<file path="config.mk">
export PLATFORM = sky130hd
export DESIGN_NAME = alu_serial_rx
export DESIGN_NICKNAME = d
export VERILOG_FILES = /design/src/rtl/alu_pkg.sv /design/src/rtl/crc4_serial.sv /design/src/rtl/alu_serial_rx.sv
export SDC_FILE = /design/constraint.sdc
export NUM_CORES = 1
export LEC_CHECK = 0
export CAP_MARGIN = 20
export CORE_ASPECT_RATIO = 0.9
export CORE_UTILIZATION = 23
export DETAILED_ROUTE_END_ITERATION = 12
export GPL_ROUTABILITY_DRIVEN = 0
export HOLD_SLACK_MARGIN = 0.1
export PLACE_DENSITY = 0.51
export SETUP_SLACK_MARGIN = 0.4
export SLEW_MARGIN = 20
export SYNTH_ARGS = -nofsm -noshare
export SYNTH_HDL_FRONTEND = slang
export SYNTH_SLANG_ARGS = --single-unit
</file>
<file path="constraint.sdc">
create_clock -name clk -period 2.5 [get_ports clk]
set_input_delay 0.25 -clock clk [delete_from_list [all_inputs] [get_ports clk]]
set_output_delay 0.25 -clock clk [all_outputs]
set_load 0.02 [all_outputs]
</file>
<file path="src/rtl/alu_pkg.sv">
// alu_pkg: shared opcode/state types and constants for the ALU serial datapath
package alu_pkg;
    typedef enum logic [2:0] {
        and_op = 3'b000,
        or_op  = 3'b001,
        add_op = 3'b100,
        sub_op = 3'b101
    } operation_t;

    typedef enum logic [1:0] {IDLE, FRAME, GAP, RESYNC} rx_state_t;

    localparam int ERR_DATA = 2;
    localparam int ERR_CRC  = 1;
    localparam int ERR_OP   = 0;

    localparam logic [3:0] CRC4_POLY = 4'h3;

    function automatic logic op_valid(input logic [2:0] op);
        return op inside {and_op, or_op, add_op, sub_op};
    endfunction
endpackage

</file>
<file path="src/rtl/crc4_serial.sv">
// crc4_serial: bit-serial CRC4 LFSR, MSB first, zero initial value
module crc4_serial
    import alu_pkg::*;
(
    input  logic       clk,
    input  logic       rst,
    input  logic       clr,
    input  logic       en,
    input  logic       d,
    output logic [3:0] crc
);
    always_ff @(posedge clk) begin
        if (rst || clr)
            crc <= '0;
        else if (en)
            crc <= {crc[2:0], 1'b0} ^ ((crc[3] ^ d) ? CRC4_POLY : 4'h0);
    end
endmodule

</file>
<file path="src/rtl/alu_serial_rx.sv">
// alu_serial_rx: deserialises B/A operand frames and a command frame, checks
// frame count, CRC4, opcode and framing, and reports with a one-cycle pulse
module alu_serial_rx
    import alu_pkg::*;
#(
    parameter int OPW     = 32,
    parameter int TIMEOUT = 64
) (
    input  logic           clk,
    input  logic           rst,
    input  logic           sin,
    output logic           out_valid,
    output logic [OPW-1:0] b,
    output logic [OPW-1:0] a,
    output logic [2:0]     op,
    output logic [2:0]     err_flags
);
    localparam int NB = 2 * OPW / 8;
    localparam int CW = $clog2(NB + 2);
    localparam int TW = $clog2(TIMEOUT + 1);
    localparam logic [1:0] ST_IDLE   = 2'(IDLE);
    localparam logic [1:0] ST_FRAME  = 2'(FRAME);
    localparam logic [1:0] ST_GAP    = 2'(GAP);
    localparam logic [1:0] ST_RESYNC = 2'(RESYNC);

    logic [1:0]       state;
    logic [3:0]       bit_cnt;
    logic             is_cmd;
    logic [6:0]       pay;
    logic [2*OPW-1:0] ba;
    logic [CW-1:0]    cnt;
    logic [TW-1:0]    idle;
    logic [3:0]       crc;
    logic             in_frame, payload, take, crc_en, crc_d, stop, timeout, report;
    logic [2:0]       err;

    // bit_cnt is the index of the bit the next edge samples: 1 type, 2..9 payload, 10 stop
    always_comb begin
        in_frame = state == ST_FRAME;
        payload  = in_frame && bit_cnt >= 4'd2 && bit_cnt <= 4'd9;
        take     = payload && !is_cmd && cnt < CW'(NB);
        crc_en   = take || (payload && is_cmd && bit_cnt <= 4'd5);
        crc_d    = (is_cmd && bit_cnt == 4'd2) ? 1'b1 : sin;
        stop     = in_frame && bit_cnt == 4'd10;
        timeout  = state == ST_GAP && sin && idle == TW'(TIMEOUT - 1);
        report   = (stop && (is_cmd || !sin)) || timeout;
        err      = (!stop || !sin || cnt != CW'(NB)) ? 3'(1 << ERR_DATA) :
                   (crc != pay[3:0])                 ? 3'(1 << ERR_CRC)  :
                   !op_valid(pay[6:4])               ? 3'(1 << ERR_OP)   : 3'b000;
    end

    crc4_serial u_crc (
        .clk(clk),
        .rst(rst),
        .clr(report),
        .en(crc_en),
        .d(crc_d),
        .crc(crc)
    );

    always_ff @(posedge clk) begin
        if (rst) begin
            state   <= ST_IDLE;
            bit_cnt <= '0;
            is_cmd  <= 1'b0;
            pay     <= '0;
            ba      <= '0;
            cnt     <= '0;
            idle    <= '0;
        end else begin
            bit_cnt <= (in_frame && !stop) ? bit_cnt + 4'd1 : 4'd1;
            if (in_frame && bit_cnt == 4'd1)
                is_cmd <= sin;
            if (payload)
                pay <= {pay[5:0], sin};
            if (take)
                ba <= {ba[2*OPW-2:0], sin};
            if (report)
                cnt <= '0;
            else if (stop && !is_cmd && cnt != CW'(NB + 1))
                cnt <= cnt + CW'(1);
            idle <= (state == ST_GAP) ? idle + TW'(1) : '0;
            case (state)
                ST_IDLE:  if (!sin) state <= ST_FRAME;
                ST_FRAME: if (stop) state <= !sin ? ST_RESYNC : is_cmd ? ST_IDLE : ST_GAP;
                ST_GAP:   state <= !sin ? ST_FRAME : timeout ? ST_IDLE : ST_GAP;
                default:  if (sin) state <= ST_IDLE;
            endcase
        end
    end

    always_ff @(posedge clk) begin
        if (rst) begin
            out_valid <= 1'b0;
            b         <= '0;
            a         <= '0;
            op        <= '0;
            err_flags <= '0;
        end else begin
            out_valid <= report;
            if (report) begin
                err_flags <= err;
                {b, a}    <= err[ERR_DATA] ? '0 : ba;
                op        <= err[ERR_DATA] ? 3'b000 : pay[6:4];
            end
        end
    end
endmodule
</file>
==> out/qor.yml <==
status: "complete, but fails checks"
violations: "DRC"
regArea_um2: 3280
seq_area_frac_synth: 0.558
cts_hold_buf: 0
clkLatencyLatePin_ns: 0.43
yosys.area.top_type: "dfxtp_1"
final_cells: 1027
io_pins: 74
grt_max_degree: 71
grt_antenna_before_repair: 0
h-tree-depth: 4
dpl.cell_count: 995
rrSetupSlack_ns: 0.50
wl_met3_um: 456
slowest_delay_ns: 0.52
gr-total-overflow: 0
drt_wl_total_um: 13100
power_density_nw_per_um2: 696
clock.fmax_ghz: 0.499
cts_num_sinks: 164
grt_pass1_vias: 4132
core_um2: 25100
arrival_ns: 2.37
fin_crit_sh: 0.801
clk_pin_slew_ns: 0.06
track_usage: 0.106
wl_per_cell_um: 12.8
syn2layout_area_growth_pct: 29.3
cp_num_buf_inv: 3
cts.path.max_buffers: 2
viasPerCell: 4.25
ir_drop_uv: 366
cp_slowest_cell: "or4_4"
std_cell_rows: 55
worstHoldEndpoint: "out_valid$_SDFF_PP0_"
drc: 2
r2r_end: "b[5]$_SDFFE_PP0P_"
route.vias.total: 4368
syn-num-nets: 620
slew_violations: 0
multi_input_area_um2: 2360
r2r_cells: 8
hold_viol_final: 0
cap_violations: 0
cp_data_required_time_ns: 2.87
crit_top_cell: "buf_12"
syn-cell-area_um2: 5880
rsz0062_at_grt: "false"
critPathTopFamily: "simple AND/OR/NAND/NOR gates"
synth.distinct_cells: 46
synth_common_cells: "164 x dfxtp_1, 136 x nand2_1, 74 x a21oi_1"
slew_headroom: 0.522
synthCells: 609
cp_max_fo: 23
final-setup-viol-count: 0
tns_ns: 0
netlist.area_leader.share: 0.558
n_antenna_cell: 0
p_leak_nw: 2.65
cp-end-kind: "flop"
path_cells: "inv_1 > ha_2 > nand3b_4 > or4_4 > a21oi_4 > buf_12 > buf_12 > a22o_1"
final_antenna_net_count: 0
layout-drive-gt1-share: 0.0876
initial_core_util: 0.234
crit_type: "reg -> reg"
worstReg2RegStart: "bit_cnt[0]$_SDFF_PP0_"
n_fill_cell: 2617
startpoint_type: "flop"
ys_warn_count: 0
wl_met1_um: 6810
cts_tree: "yes"
grt_pass1_wl_um: 21700
worst_pin_slew_ns: 0.700
fp.dieW_um: 171
io_buffers: 73
hold_depth: 3
dp_hpwl_um: 8280
worstHoldPathType: "in -> reg"
top_layer: "met4"
syn_avg_cell_area_um2: 9.66
period_needed_ns: 2.00
synth_most_common_cell: "dfxtp_1"
drt_iter0_drc: 230
hold_start: "rst"
synthTopCellsByArea: "dfxtp_1 56%, a22o_1 10%, nand2_1 8.7%"
fin_nets: 684
fin_skew_ns: 0.0121
die_height_um: 154
synth-seq-cells: 164
synth-main-ff-cell: "dfxtp_1"
root_buffer: "clkbuf_16"
synth_edf_count: 0
met2_length_um: 5710
cts_buffers: 17
async_reset_ff_frac: 0
drt_first_pass_iters: 8
dieArea_um2: 26200
## metal layers
| layer | GRT usage | up-vias |
|---|---|---|
| li1 | - | 2258 |
| met1 | 0.146 | 2031 |
| met2 | 0.154 | 66 |
| met3 | 0.0306 | 13 |
| met4 | 0.0399 | 0 |
| met5 | 0 | - |
## per-stage QoR
stage	util	instance area (um^2)	hold WS, ns	total power [W]	worst slack (ns)
after floorplan	-	5880	0.430	0.00278	0.565
after global placement	0.278	6990	0.446	0.00282	0.244
after detailed placement	0.278	6990	0.452	0.00282	0.235
after CTS	0.302	7580	0.359	0.00538	0.434
after global routing	0.303	7600	0.413	0.00551	0.391
final	0.303	7600	0.387	0.00529	0.496
## registers in the layout, summed over array words and instances, names as in the netlist, 3 cells and up
signal,count
ba,64
a,32
b,32
idle,7
pay,7
bit_cnt,4
cnt,4
u_crc.crc,4
err_flags,3
op,3
## worst max path at each step
| stage | start | end | slack (ns) | cells after the start |
|---|---|---|---|---|
| after floorplan | bit_cnt[0]$_SDFF_PP0_ | ba[10]$_SDFFE_PP0P_ | 0.57 | 9 |
| after global placement | sin | b[6]$_SDFFE_PP0P_ | 0.24 | 6 |
| after detailed placement | sin | b[5]$_SDFFE_PP0P_ | 0.23 | 6 |
| after CTS | idle[0]$_SDFF_PP0_ | err_flags[2]$_SDFFE_PP0P_ | 0.43 | 5 |
| after global routing | bit_cnt[0]$_SDFF_PP0_ | a[23]$_SDFFE_PP0P_ | 0.39 | 8 |
| final | bit_cnt[0]$_SDFF_PP0_ | b[5]$_SDFFE_PP0P_ | 0.50 | 8 |
## placed cells by master (no fill, tap or decap), types with 6 or more instances in the layout
cell             count
dfxtp_1            164
nand2_1            136
a21oi_1             74
clkdlybuf4s50_1     72
a22o_1              68
nor2_1              20
clkbuf_16           17
buf_4               10
o21ai_0              9
inv_1                8
nand3_1              8
mux2i_1              8
ha_1                 7
xor2_1               6
or3_1                6
nor3_1               6
buf_12               6
## power breakdown
part	switching, W	leakage, nW	internal [W]
sequential	0.00000778	1.32	0.00262
combinational	0.0000993	1.05	0.0000371
clock	0.00108	0.277	0.00145
## cell families after synthesis
logic type	count (synthesis)	share of synthesized area
AND/OR/NAND/NOR	198	0.147
AO/OA/AOI/OAI	167	0.197
adder cells (fa/ha/maj)	8	0.0170
buffers and inverters	53	0.0481
multiplexers	8	0.0136
flip-flops	164	0.558
XOR/XNOR	11	0.0187
## area by class of cell
type	count	share of cell area
clock inverter	10	0.0133
inverter	8	0.00395
tap	342	0.0563
multi-input combinational	392	0.310
sequential	164	0.432
timing repair buffer	90	0.123
clock buffer	21	0.0619
## what timing repair did
item | 4_1_cts | 5_1_grt
buffers inserted | 1 | 0
gates cloned | 0 | 0
resized for setup | 1 | 5
endpoints found under the setup margin | 65 | 113
## worst min-delay path, stage by stage
cell    delay, ns
buf_2        0.12
buf_4        0.26
nor2_1       0.14
No activity file was read; power rests on OpenSTA's default activity.
